<file path="src/rtl/fetch_ctrl_if.sv">
// Instruction-memory request/ack bus and decode valid/ready handshake
// shared by fetch_ctrl and its memory/decode neighbours.
interface fetch_ctrl_if;
   logic        imem_req;
   logic [31:0] imem_addr;
   logic        imem_ack;
   logic [31:0] imem_rdata;
   logic        imem_err;
   logic        if_valid;
   logic [31:0] if_inst;
   logic [31:0] if_pc;
   logic [31:0] if_pc_plus4;
   logic        id_ready;

   modport master (
      output imem_req, imem_addr, if_valid, if_inst, if_pc, if_pc_plus4,
      input  imem_ack, imem_rdata, imem_err, id_ready
   );

   modport slave (
      input  imem_req, imem_addr, if_valid, if_inst, if_pc, if_pc_plus4,
      output imem_ack, imem_rdata, imem_err, id_ready
   );
endinterface

</file>
<file path="src/rtl/fetch_ctrl.sv">
// Instruction-fetch sequencer: owns the fetch PC, runs req/ack to instruction
// memory, hands words to decode, squashes stale fetches on redirect, reports faults.
module fetch_ctrl #(
   parameter logic [31:0] INITAL_ADDR = 32'h9fc00000,
   parameter int          TIMEOUT     = 255
) (
   input  logic        clk,
   input  logic        rest_n,
   input  logic        redirect,
   input  logic [31:0] redirect_addr,
   fetch_ctrl_if.master bus,
   output logic        fetch_fault,
   output logic [31:0] fault_addr
);
   localparam logic [15:0] TIMEOUT_CNT = 16'(TIMEOUT);

   // DRAIN: misaligned redirect seen while a request is outstanding; the fault
   // is already reported but the stale ack must still be absorbed.
   typedef enum logic [2:0] {IDLE, REQ, HOLD, SQUASH, DRAIN, FAULT} state_t;

   state_t      state_reg, state_next;
   logic [31:0] fetch_pc_reg, fetch_pc_next;
   logic [31:0] pending_reg, pending_next;
   logic [31:0] if_inst_reg, if_inst_next;
   logic [31:0] if_pc_reg, if_pc_next;
   logic        if_valid_reg, if_valid_next;
   logic        fault_reg, fault_next;
   logic [31:0] fault_addr_reg, fault_addr_next;
   logic [15:0] cnt_reg, cnt_next;

   logic req_on, mis_redirect, ali_redirect, timeout_hit;

   always_ff @(posedge clk or negedge rest_n) begin
      if (!rest_n) begin
         state_reg      <= IDLE;
         fetch_pc_reg   <= INITAL_ADDR;
         pending_reg    <= 32'h0;
         if_inst_reg    <= 32'h0;
         if_pc_reg      <= INITAL_ADDR;
         if_valid_reg   <= 1'b0;
         fault_reg      <= 1'b0;
         fault_addr_reg <= 32'h0;
         cnt_reg        <= 16'h0;
      end else begin
         state_reg      <= state_next;
         fetch_pc_reg   <= fetch_pc_next;
         pending_reg    <= pending_next;
         if_inst_reg    <= if_inst_next;
         if_pc_reg      <= if_pc_next;
         if_valid_reg   <= if_valid_next;
         fault_reg      <= fault_next;
         fault_addr_reg <= fault_addr_next;
         cnt_reg        <= cnt_next;
      end
   end

   // While squashing or draining, fetch_pc still holds the stale request address.
   assign req_on       = (state_reg == REQ) || (state_reg == SQUASH) || (state_reg == DRAIN);
   assign mis_redirect = redirect && (redirect_addr[1:0] != 2'b00);
   assign ali_redirect = redirect && (redirect_addr[1:0] == 2'b00);
   assign timeout_hit  = (TIMEOUT_CNT != 16'h0) && req_on && !bus.imem_ack &&
                         ((cnt_reg + 16'h1) == TIMEOUT_CNT);

   always_comb begin
      state_next      = state_reg;
      fetch_pc_next   = fetch_pc_reg;
      pending_next    = pending_reg;
      if_inst_next    = if_inst_reg;
      if_pc_next      = if_pc_reg;
      if_valid_next   = if_valid_reg;
      fault_next      = fault_reg;
      fault_addr_next = fault_addr_reg;
      cnt_next        = (req_on && !bus.imem_ack) ? cnt_reg + 16'h1 : cnt_reg;

      if (mis_redirect) begin
         if_valid_next   = 1'b0;
         fault_next      = 1'b1;
         fault_addr_next = redirect_addr;
         state_next      = (req_on && !bus.imem_ack) ? DRAIN : FAULT;
      end else begin
         unique case (state_reg)
            IDLE: begin
               if (ali_redirect) fetch_pc_next = redirect_addr;
               cnt_next   = 16'h0;
               state_next = REQ;
            end
            REQ: begin
               if (ali_redirect) begin
                  cnt_next = 16'h0;
                  if (bus.imem_ack) begin
                     fetch_pc_next = redirect_addr;
                  end else begin
                     pending_next = redirect_addr;
                     state_next   = SQUASH;
                  end
               end else if (bus.imem_ack) begin
                  if (bus.imem_err) begin
                     fault_next      = 1'b1;
                     fault_addr_next = fetch_pc_reg;
                     state_next      = FAULT;
                  end else begin
                     if_inst_next  = bus.imem_rdata;
                     if_pc_next    = fetch_pc_reg;
                     if_valid_next = 1'b1;
                     fetch_pc_next = fetch_pc_reg + 32'd4;
                     state_next    = HOLD;
                  end
               end else if (timeout_hit) begin
                  fault_next      = 1'b1;
                  fault_addr_next = fetch_pc_reg;
                  state_next      = FAULT;
               end
            end
            HOLD: begin
               if (ali_redirect || bus.id_ready) begin
                  if (ali_redirect) fetch_pc_next = redirect_addr;
                  if_valid_next = 1'b0;
                  cnt_next      = 16'h0;
                  state_next    = REQ;
               end
            end
            SQUASH, DRAIN: begin
               if (ali_redirect) begin
                  fault_next = 1'b0;
                  if (bus.imem_ack) begin
                     fetch_pc_next = redirect_addr;
                     cnt_next      = 16'h0;
                     state_next    = REQ;
                  end else begin
                     pending_next = redirect_addr;
                     if (state_reg == DRAIN) cnt_next = 16'h0;
                     state_next   = SQUASH;
                  end
               end else if (bus.imem_ack && state_reg == SQUASH) begin
                  fetch_pc_next = pending_reg;
                  cnt_next      = 16'h0;
                  state_next    = REQ;
               end else if (bus.imem_ack || timeout_hit) begin
                  if (state_reg == SQUASH) fault_addr_next = fetch_pc_reg;
                  fault_next = 1'b1;
                  state_next = FAULT;
               end
            end
            FAULT: begin
               if (ali_redirect) begin
                  fetch_pc_next = redirect_addr;
                  fault_next    = 1'b0;
                  cnt_next      = 16'h0;
                  state_next    = REQ;
               end
            end
            default: state_next = IDLE;
         endcase
      end
   end

   assign bus.imem_req    = req_on;
   assign bus.imem_addr   = req_on ? fetch_pc_reg : 32'h0;
   assign bus.if_valid    = if_valid_reg;
   assign bus.if_inst     = if_inst_reg;
   assign bus.if_pc       = if_pc_reg;
   assign bus.if_pc_plus4 = if_pc_reg + 32'd4;
   assign fetch_fault     = fault_reg;
   assign fault_addr      = fault_addr_reg;
endmodule

</file>
<file path="src/flat_wrapper.sv">
// flat-port wrapper written by rule: the top's interface ports become plain ports
module fetch_ctrl_flat 
#(
   parameter logic [31:0] INITAL_ADDR = 32'h9fc00000,
   parameter int          TIMEOUT     = 255
)
  (clk, rest_n, redirect, redirect_addr, fetch_fault, fault_addr, bus_imem_req, bus_imem_addr, bus_if_valid, bus_if_inst, bus_if_pc, bus_if_pc_plus4, bus_imem_ack, bus_imem_rdata, bus_imem_err, bus_id_ready);
  fetch_ctrl_if bus_i ();
  input  logic clk;
  input  logic rest_n;
  input  logic redirect;
  input  logic [31:0] redirect_addr;
  output logic fetch_fault;
  output logic [31:0] fault_addr;
  output wire logic [$bits(bus_i.imem_req)-1:0] bus_imem_req;
  output wire logic [$bits(bus_i.imem_addr)-1:0] bus_imem_addr;
  output wire logic [$bits(bus_i.if_valid)-1:0] bus_if_valid;
  output wire logic [$bits(bus_i.if_inst)-1:0] bus_if_inst;
  output wire logic [$bits(bus_i.if_pc)-1:0] bus_if_pc;
  output wire logic [$bits(bus_i.if_pc_plus4)-1:0] bus_if_pc_plus4;
  input wire logic [$bits(bus_i.imem_ack)-1:0] bus_imem_ack;
  input wire logic [$bits(bus_i.imem_rdata)-1:0] bus_imem_rdata;
  input wire logic [$bits(bus_i.imem_err)-1:0] bus_imem_err;
  input wire logic [$bits(bus_i.id_ready)-1:0] bus_id_ready;
  assign bus_imem_req = bus_i.imem_req;
  assign bus_imem_addr = bus_i.imem_addr;
  assign bus_if_valid = bus_i.if_valid;
  assign bus_if_inst = bus_i.if_inst;
  assign bus_if_pc = bus_i.if_pc;
  assign bus_if_pc_plus4 = bus_i.if_pc_plus4;
  assign bus_i.imem_ack = bus_imem_ack;
  assign bus_i.imem_rdata = bus_imem_rdata;
  assign bus_i.imem_err = bus_imem_err;
  assign bus_i.id_ready = bus_id_ready;
  fetch_ctrl #(.INITAL_ADDR(INITAL_ADDR), .TIMEOUT(TIMEOUT)) u_core (.clk(clk), .rest_n(rest_n), .redirect(redirect), .redirect_addr(redirect_addr), .bus(bus_i), .fetch_fault(fetch_fault), .fault_addr(fault_addr));
endmodule
</file>
<file path="config.mk">
export PLATFORM = sky130hd
export DESIGN_NAME = fetch_ctrl_flat
export DESIGN_NICKNAME = d
export VERILOG_FILES = /design/src/rtl/fetch_ctrl_if.sv /design/src/rtl/fetch_ctrl.sv /design/src/flat_wrapper.sv
export SDC_FILE = /design/constraint.sdc
export NUM_CORES = 1
export LEC_CHECK = 0
export ABC_AREA = 1
export BUFFER_PORTS_ARGS = -buffer_cell sky130_fd_sc_hd__buf_2
export CORE_ASPECT_RATIO = 1.1
export CORE_UTILIZATION = 34
export CTS_CLUSTER_DIAMETER = 100
export CTS_CLUSTER_SIZE = 40
export DETAILED_ROUTE_END_ITERATION = 16
export PLACE_DENSITY = 0.6
export SLEW_MARGIN = 25
export SYNTH_ARGS = -nofsm -noshare
export SYNTH_HDL_FRONTEND = slang
export SYNTH_SLANG_ARGS = --single-unit
</file>
<file path="constraint.sdc">
create_clock -name clk -period 2.7 [get_ports clk]
set_clock_uncertainty 0.15 [all_clocks]
set_input_delay 0.81 -clock clk [delete_from_list [all_inputs] [get_ports clk]]
set_output_delay 0.81 -clock clk [all_outputs]
set_load 0.05 [all_outputs]
</file>
==> out/qor.txt, run 1 <==
failing checks - negative setup slack
Synth top area share - 39.5%
Achievable Freq - 0.301 GHz
dpl ws - -0.317 ns
Overflow after GRT - 0
Worst-Margin Slew - 0.541 ns
R2R cell count - 18
layout cells sized above 1 - 38.2%
Core ar. - 29900 µm²
largest net degree at the start of global routing - 97
Leakage - 7.31 nW
Worst EP required - 1.74 ns
n_diodes - 0
H-Tree Depth - 4
cell area after synthesis - 10500 µm²
final design utilization - 50.8%
r2r setup slk - -0.06 ns
Tcrit/Tclk final - 123%
initial core utilization - 35.0%
die area - 31400 µm²
total CTS buffers - 17
DRT antenna net count - 0
Reg-to-Reg Start - u_core.state_reg[0]$_DFFE_PN0P_
Max clock buf depth - 2
placed insts - 2054
post-DP HPWL - 26200 µm
WP buf/inv - 5
Critical Path AT - 2.37 ns
Post-Syn Nets - 1436
top_reg_cell synth - dfrtp_1
PD cells - 1510 nW/µm²
Layout area overhead - 45.3%
largest cells by area after synthesis - dfrtp_1 (40%), nand2_1 (13%), o21ai_0 (7.1%), nor2_1 (4.2%), inv_1 (4.2%)
headroom to the max-slew limit - 63.9%
Min-Delay Path Class - in -> async
CP endpoint kind - primary output
I/O Buffers - 232
clk root buf - clkbuf_16
Largest delay share family, worst path - buffers and inverters
TritonCTS clock tree - done
Pre-antenna DRT Iters - 5
vias in the first global route - 10200
final hold viol count - 0
nature of the critical path startpoint - flop
Critical Path Stages - 11
status - finished, violations left
CTS sink count - 181
initial antenna violation count - 4
RR Endpoint - u_core.fault_addr[22]$_DFFE_PN0P_
Tmin final - 3.33 ns
max-slew violations - 0
gr usage total - 23.3%
Hold Buf Count CTS - 0
Async SR Flop Fraction - 100%
RSZ-0062 raised after global routing - true
top cells by count, synth - nand2_1 (357), dfrtp_1 (165), o21ai_0 (149)
Worst path max stage delay - 0.41 ns
crit path max fanout - 4
slowest CP cell - dfrtp_2
setup slack after layout - -0.625 ns
Synthesis Warnings - 0
DR iter-0 viols - 841
synth unique cells - 49
die width - 169 µm
Clock Pin Slew Worst Setup and Hold Paths - 0.08 ns
Crit Path Category - reg -> out
Syn Inst Count - 1362
Seq/Total Area, Yosys - 43.5%
DR WL/cell - 17.5 µm
final setup fails - 89
Die Height - 186 µm
Total Nets Final - 1770
CP cell instances - buf_6 -> ha_4 -> nand3_4 -> nor3_4 -> nand4_1 -> buf_6 -> nor4_4 -> buf_4 -> buf_6 -> xor2_2 -> buf_6
#FFs+latches synth - 181
EDFF count, synth - 0
Ports - 233
vias post-DR - 10800
number of remaining DRC errors - 0
leading area contributor after synthesis - dfrtp_1
drt via density - 5.10
RePlAce Congestion - 0.901
placement row count - 66
routed wire length - 37000 µm
most frequent cell after synthesis - nand2_1
CP most frequent cell - buf_6
# Max-Cap Violations - 0
first-pass GRT wire length - 56400 µm
final cell count without fillers - 2117
later-pin clock latency in the skew report - 0.44 ns
Max IR drop VDD - 617 µV
synthesized area per cell - 7.67 µm²
-- cell usage in the layout (no fill, tap or decap), types with 32 or more instances in the layout --
cell type,netlist,routed
a21oi_1,43,43
buf_2,9,171
buf_4,4,123
buf_6,6,58
dfrtp_1,165,155
inv_1,116,115
mux2_2,32,32
nand2_1,357,304
nand2_2,11,45
nand3_1,72,63
nor2_1,117,77
nor2_4,6,40
o21ai_0,149,149
-- logic make-up (layout without fill, tap and decap cells) --
kind of cell,Yosys count,after routing,synth area share (%)
xor+xnor,38,38,3.18
compound gates,276,276,15.2
simple gates,635,635,26.4
mux,32,32,3.45
buf+inv,196,543,7.79
flops,181,181,43.5
fa+ha+maj,4,4,0.479
-- metal layers --
metal  GRT usage (%)  wire length, µm  vias up
met4            6.70              677        8
li1                -                -     5187
met1            30.6            15900     5133
met2            38.9            17800      426
met5               0               51        -
met3            4.30             2590       46
-- stage by stage --
stage	cell area, µm²	hold slack [ns]	TNS [ns]	power, mW
after floorplan	10800	0.286	-7.59	13.8
after global placement	13200	0.301	-2.55	17.5
after detailed placement	13200	0.304	-3.17	17.6
after CTS	14800	0.181	-16.60	22.2
after global routing	15200	0.190	-25.78	24.2
final	15200	0.160	-16.19	22.9
-- cell type report --
class,count,area (µm²)
Fill cell,2852,14700
Multi-Input combinational cell,985,6050
Sequential cell,181,4560
Tap cell,408,510
Inverter,128,493
Clock buffer,17,425
Timing Repair Buffer,383,3020
Clock inverter,15,131
-- worst max-delay path by stage --
stage	from	to	slack, ns
2_1_floorplan	u_core.bus.if_pc[2]$_DFFE_PN0P_	bus_if_pc_plus4[30]	-0.56
3_3_place_gp	u_core.bus.if_pc[2]$_DFFE_PN0P_	bus_if_pc_plus4[25]	-0.29
3_5_place_dp	u_core.bus.if_pc[2]$_DFFE_PN0P_	bus_if_pc_plus4[25]	-0.32
4_1_cts	u_core.bus.if_pc[2]$_DFFE_PN0P_	bus_if_pc_plus4[31]	-0.69
5_1_grt	u_core.bus.if_pc[3]$_DFFE_PN0P_	bus_if_pc_plus4[22]	-0.75
6_report	u_core.bus.if_pc[3]$_DFFE_PN0P_	bus_if_pc_plus4[22]	-0.63
-- timing repair --
action	in CTS	in global routing
endpoints found under the setup margin	59	107
setup buffers	18	14
pin swaps	13	19
resized for setup	224	102
cloned	5	4
-- power by group --
group	total, mW	internal (mW)	switching, mW
Combinational	15.3	5.16	10.1
Sequential	5.21	4.08	1.14
Clock	2.43	1.22	1.22
(Power assumes the default switching activity.)
==> inputs of run 2 (changes only) <==
PLACE_DENSITY = 0.58   (was 0.6)
clock period = 3.4 ns   (was 2.7 ns; I/O delays follow)
==> run 2 against run 1 <==
Effect of this change: the run still ends with negative setup slack left; die area stayed put; clock power down 17%; clock-buffer cell count is 1 higher; sequential share of layout area up 4.1 points; sequential cell count stayed put; global-route usage fell by 1.5 points; sequential power decreased by 19%; worst hold slack better by 0.16 ns; register-to-register slack better by 0.54 ns; combinational power fell by 39%; wire length decreased by 7.7%; critical endpoint is now bus_if_pc_plus4[30]; largest cell class unchanged.
==> out/qor.txt, run 2 (synthesis results as in run 1) <==
TritonCTS clock tree - done
die area - 31400 µm² (unchanged)
Critical Path AT - 2.38 ns (about the same)
Tcrit/Tclk final - 105%
setup TNS - -0.845 ns (+15.35 ns)
initial antenna violation count - 5 (+1)
placement row count - 66 (unchanged)
RR Endpoint - u_core.fetch_pc_reg[26]$_DFFE_PN1P_
first-pass GRT wire length - 53300 µm (-5.5%)
failing checks - negative setup slack
setup slack after layout - -0.153 ns (+0.472 ns)
H-Tree Depth - 4 (unchanged)
slowest CP cell - dfrtp_2
final setup fails - 10 (-89%)
Core ar. - 29900 µm² (unchanged)
CP cell instances - ha_4 -> nand3_4 -> nor3_4 -> nand4_1 -> buf_6 -> nor4_4 -> nand2_2 -> nor2_4 -> xor2_4 -> buf_6
clk root buf - clkbuf_16
gr usage total - 21.8% (-1.5 points)
routed wire length - 34200 µm (-7.7%)
most frequent cells in the layout - nand2_1 (352), buf_2 (215), dfrtp_1 (157), o21ai_0 (149), inv_1 (115)
die width - 169 µm (unchanged)
fill count - 3045 (+6.8%)
GR Util met3 - 4.47% (+0.17 points)
register area - 4560 µm² (about the same)
Max IR drop VDD - 443 µV (-28%)
CP most frequent cell - buf_6
vias post-DR - 10300 (-4.9%)
DR WL/cell - 16.9 µm (-3.3%)
number of remaining DRC errors - 0 (unchanged)
max-slew violations - 0 (unchanged)
placed inst area - 12400 µm² (-5.7%)
Design Area, Final - 13300 µm² (-12%)
Crit Path Category - reg -> out
DRT antenna net count - 0 (unchanged)
DR iter-0 viols - 803 (-4.5%)
Top Usage Layer GRT - met2
post-DP HPWL - 25000 µm (-4.6%)
headroom to the max-slew limit - 30.2% (-34 points)
final hold viol count - 0 (unchanged)
final design utilization - 44.7% (-6.1 points)
Reg-to-Reg Start - u_core.state_reg[2]$_DFFE_PN0P_
Worst-Margin Slew - 1.05 ns (+0.505 ns)
later-pin clock latency in the skew report - 0.44 ns (about the same)
Leakage - 6.56 nW (-10%)
crit path max fanout - 5 (+1)
Layout area overhead - 27.7%
multi-input combinational cell area - 5450 µm² (-9.8%)
vias in the first global route - 9659 (-5.3%)
I/O Buffers - 232 (unchanged)
R2R cell count - 9 (-9)
total CTS buffers - 17 (unchanged)
drt via density - 5.08 (-0.40%)
initial core utilization - 35.0% (unchanged)
status - finished, violations left
# Max-Cap Violations - 0 (unchanged)
met2 usage - 35.2% (-3.7 points)
Min-Delay Path Class - reg -> reg
Achievable Freq - 0.281 GHz
layout cells sized above 1 - 28.4% (-9.7 points)
CTS sink count - 181 (unchanged)
PD cells - 1170 nW/µm² (-23%)
Ports - 233 (unchanged)
CP endpoint kind - primary output
sink of the worst hold path - u_core.fault_addr[8]$_DFFE_PN0P_
Total Nets Final - 1672 (-5.5%)
largest net degree at the start of global routing - 73 (-25%)
most common cell after layout, fill and taps aside - nand2_1
Hold Buf Count CTS - 0 (unchanged)
Die Height - 186 µm (unchanged)
nature of the critical path startpoint - flop
Pre-antenna DRT Iters - 7 (+2)
Tmin final - 3.55 ns
Worst EP required - 2.23 ns (+0.49 ns)
Worst path max stage delay - 0.44 ns (+0.03 ns)
r2r setup slk - 0.48 ns (+0.54 ns)
Worst Hold Launch - u_core.fault_addr[8]$_DFFE_PN0P_
Overflow after GRT - 0 (unchanged)
RSZ-0062 raised after global routing - true
hold depth - 2
Max clock buf depth - 2 (unchanged)
RePlAce Congestion - 0.910 (+1.1%)
met1 GRT Util - 29.3% (-1.4 points)
Clock Pin Slew Worst Setup and Hold Paths - 0.07 ns (about the same)
-- run 2: changes by cell type in the layout (fill, tap and decap cells not counted), moves of 8 or more --
cell     previous run  this run
buf_4             123        44
nand2_1           304       352
buf_2             171       215
buf_6              58        21
nor2_1             77       111
nor2_4             40         8
nand2_2            45        14
nand2_4            20         4
buf_8              13         0
buf_12             13         5
-- run 2: what timing repair did --
| item | in CTS | in global routing |
|---|---|---|
| setup buffers | 8 | 5 |
| resized for setup | 41 | 17 |
| pin swaps | 12 | 12 |
| endpoints found under the setup margin | 15 | 16 |
-- run 2: worst max path at each step --
stage | startpoint | to | slack [ns] | cells after the start
after floorplan | u_core.bus.if_pc[2]$_DFFE_PN0P_ | bus_if_pc_plus4[30] | -0.07 | 8
after global placement | u_core.bus.if_pc[2]$_DFFE_PN0P_ | bus_if_pc_plus4[25] | 0.10 | 8
after detailed placement | u_core.bus.if_pc[2]$_DFFE_PN0P_ | bus_if_pc_plus4[25] | 0.08 | 8
after CTS | u_core.bus.if_pc[2]$_DFFE_PN0P_ | bus_if_pc_plus4[31] | -0.19 | 9
after global routing | u_core.bus.if_pc[2]$_DFFE_PN0P_ | bus_if_pc_plus4[30] | -0.30 | 10
final | u_core.bus.if_pc[2]$_DFFE_PN0P_ | bus_if_pc_plus4[30] | -0.15 | 10
-- run 2: report_power, final --
group | leakage (nW) | total [mW] | internal, mW | switching, mW
sequential | 2.23 | 4.23 | 3.24 | 0.992
clock | 0.296 | 2.01 | 1.07 | 0.945
combinational | 4.03 | 9.31 | 2.45 | 6.86
total | 6.56 | 15.6 | 6.75 | 8.80
-- run 2: layout make-up --
cell class | instances | area share (%)
diodes | 2 | 0.0375
clock buffers | 18 | 3.29
clock inverters | 14 | 1.18
inverters | 128 | 3.60
multi-input cells | 985 | 40.9
flip-flops and latches | 181 | 34.2
well taps | 408 | 3.82
repair buffers | 285 | 13.1
-- run 2: layer usage --
| metal | vias to the layer above | share of wire, % | wire [µm] |
|---|---|---|---|
| li1 | 4985 | - | - |
| met1 | 4831 | 45 | 15200 |
| met2 | 400 | 47 | 15900 |
| met3 | 49 | 6.8 | 2320 |
| met4 | 4 | 2.0 | 692 |
| met5 | - | 0.059 | 20 |
-- run 2: through the flow --
step	hold WS (ns)	power (mW)	setup slack, ns	instances
after CTS	0.320	15.6	-0.187	2015
after floorplan	0.286	10.9	-0.0712	1362
after detailed placement	0.303	13.4	0.0806	1975
final	0.317	15.6	-0.153	2021
after global placement	0.302	13.3	0.102	1975
after global routing	0.343	16.5	-0.304	2019
-- run 2: critical path, delay by kind of cell (launching register included) --
family | cells | cell delay, ns
xor gates and xnor gates | 1 | 0.16
adders and majority gates | 1 | 0.17
buffers and inverters | 2 | 0.33
DFF | 1 | 0.44
and+or+nand+nor | 6 | 0.86
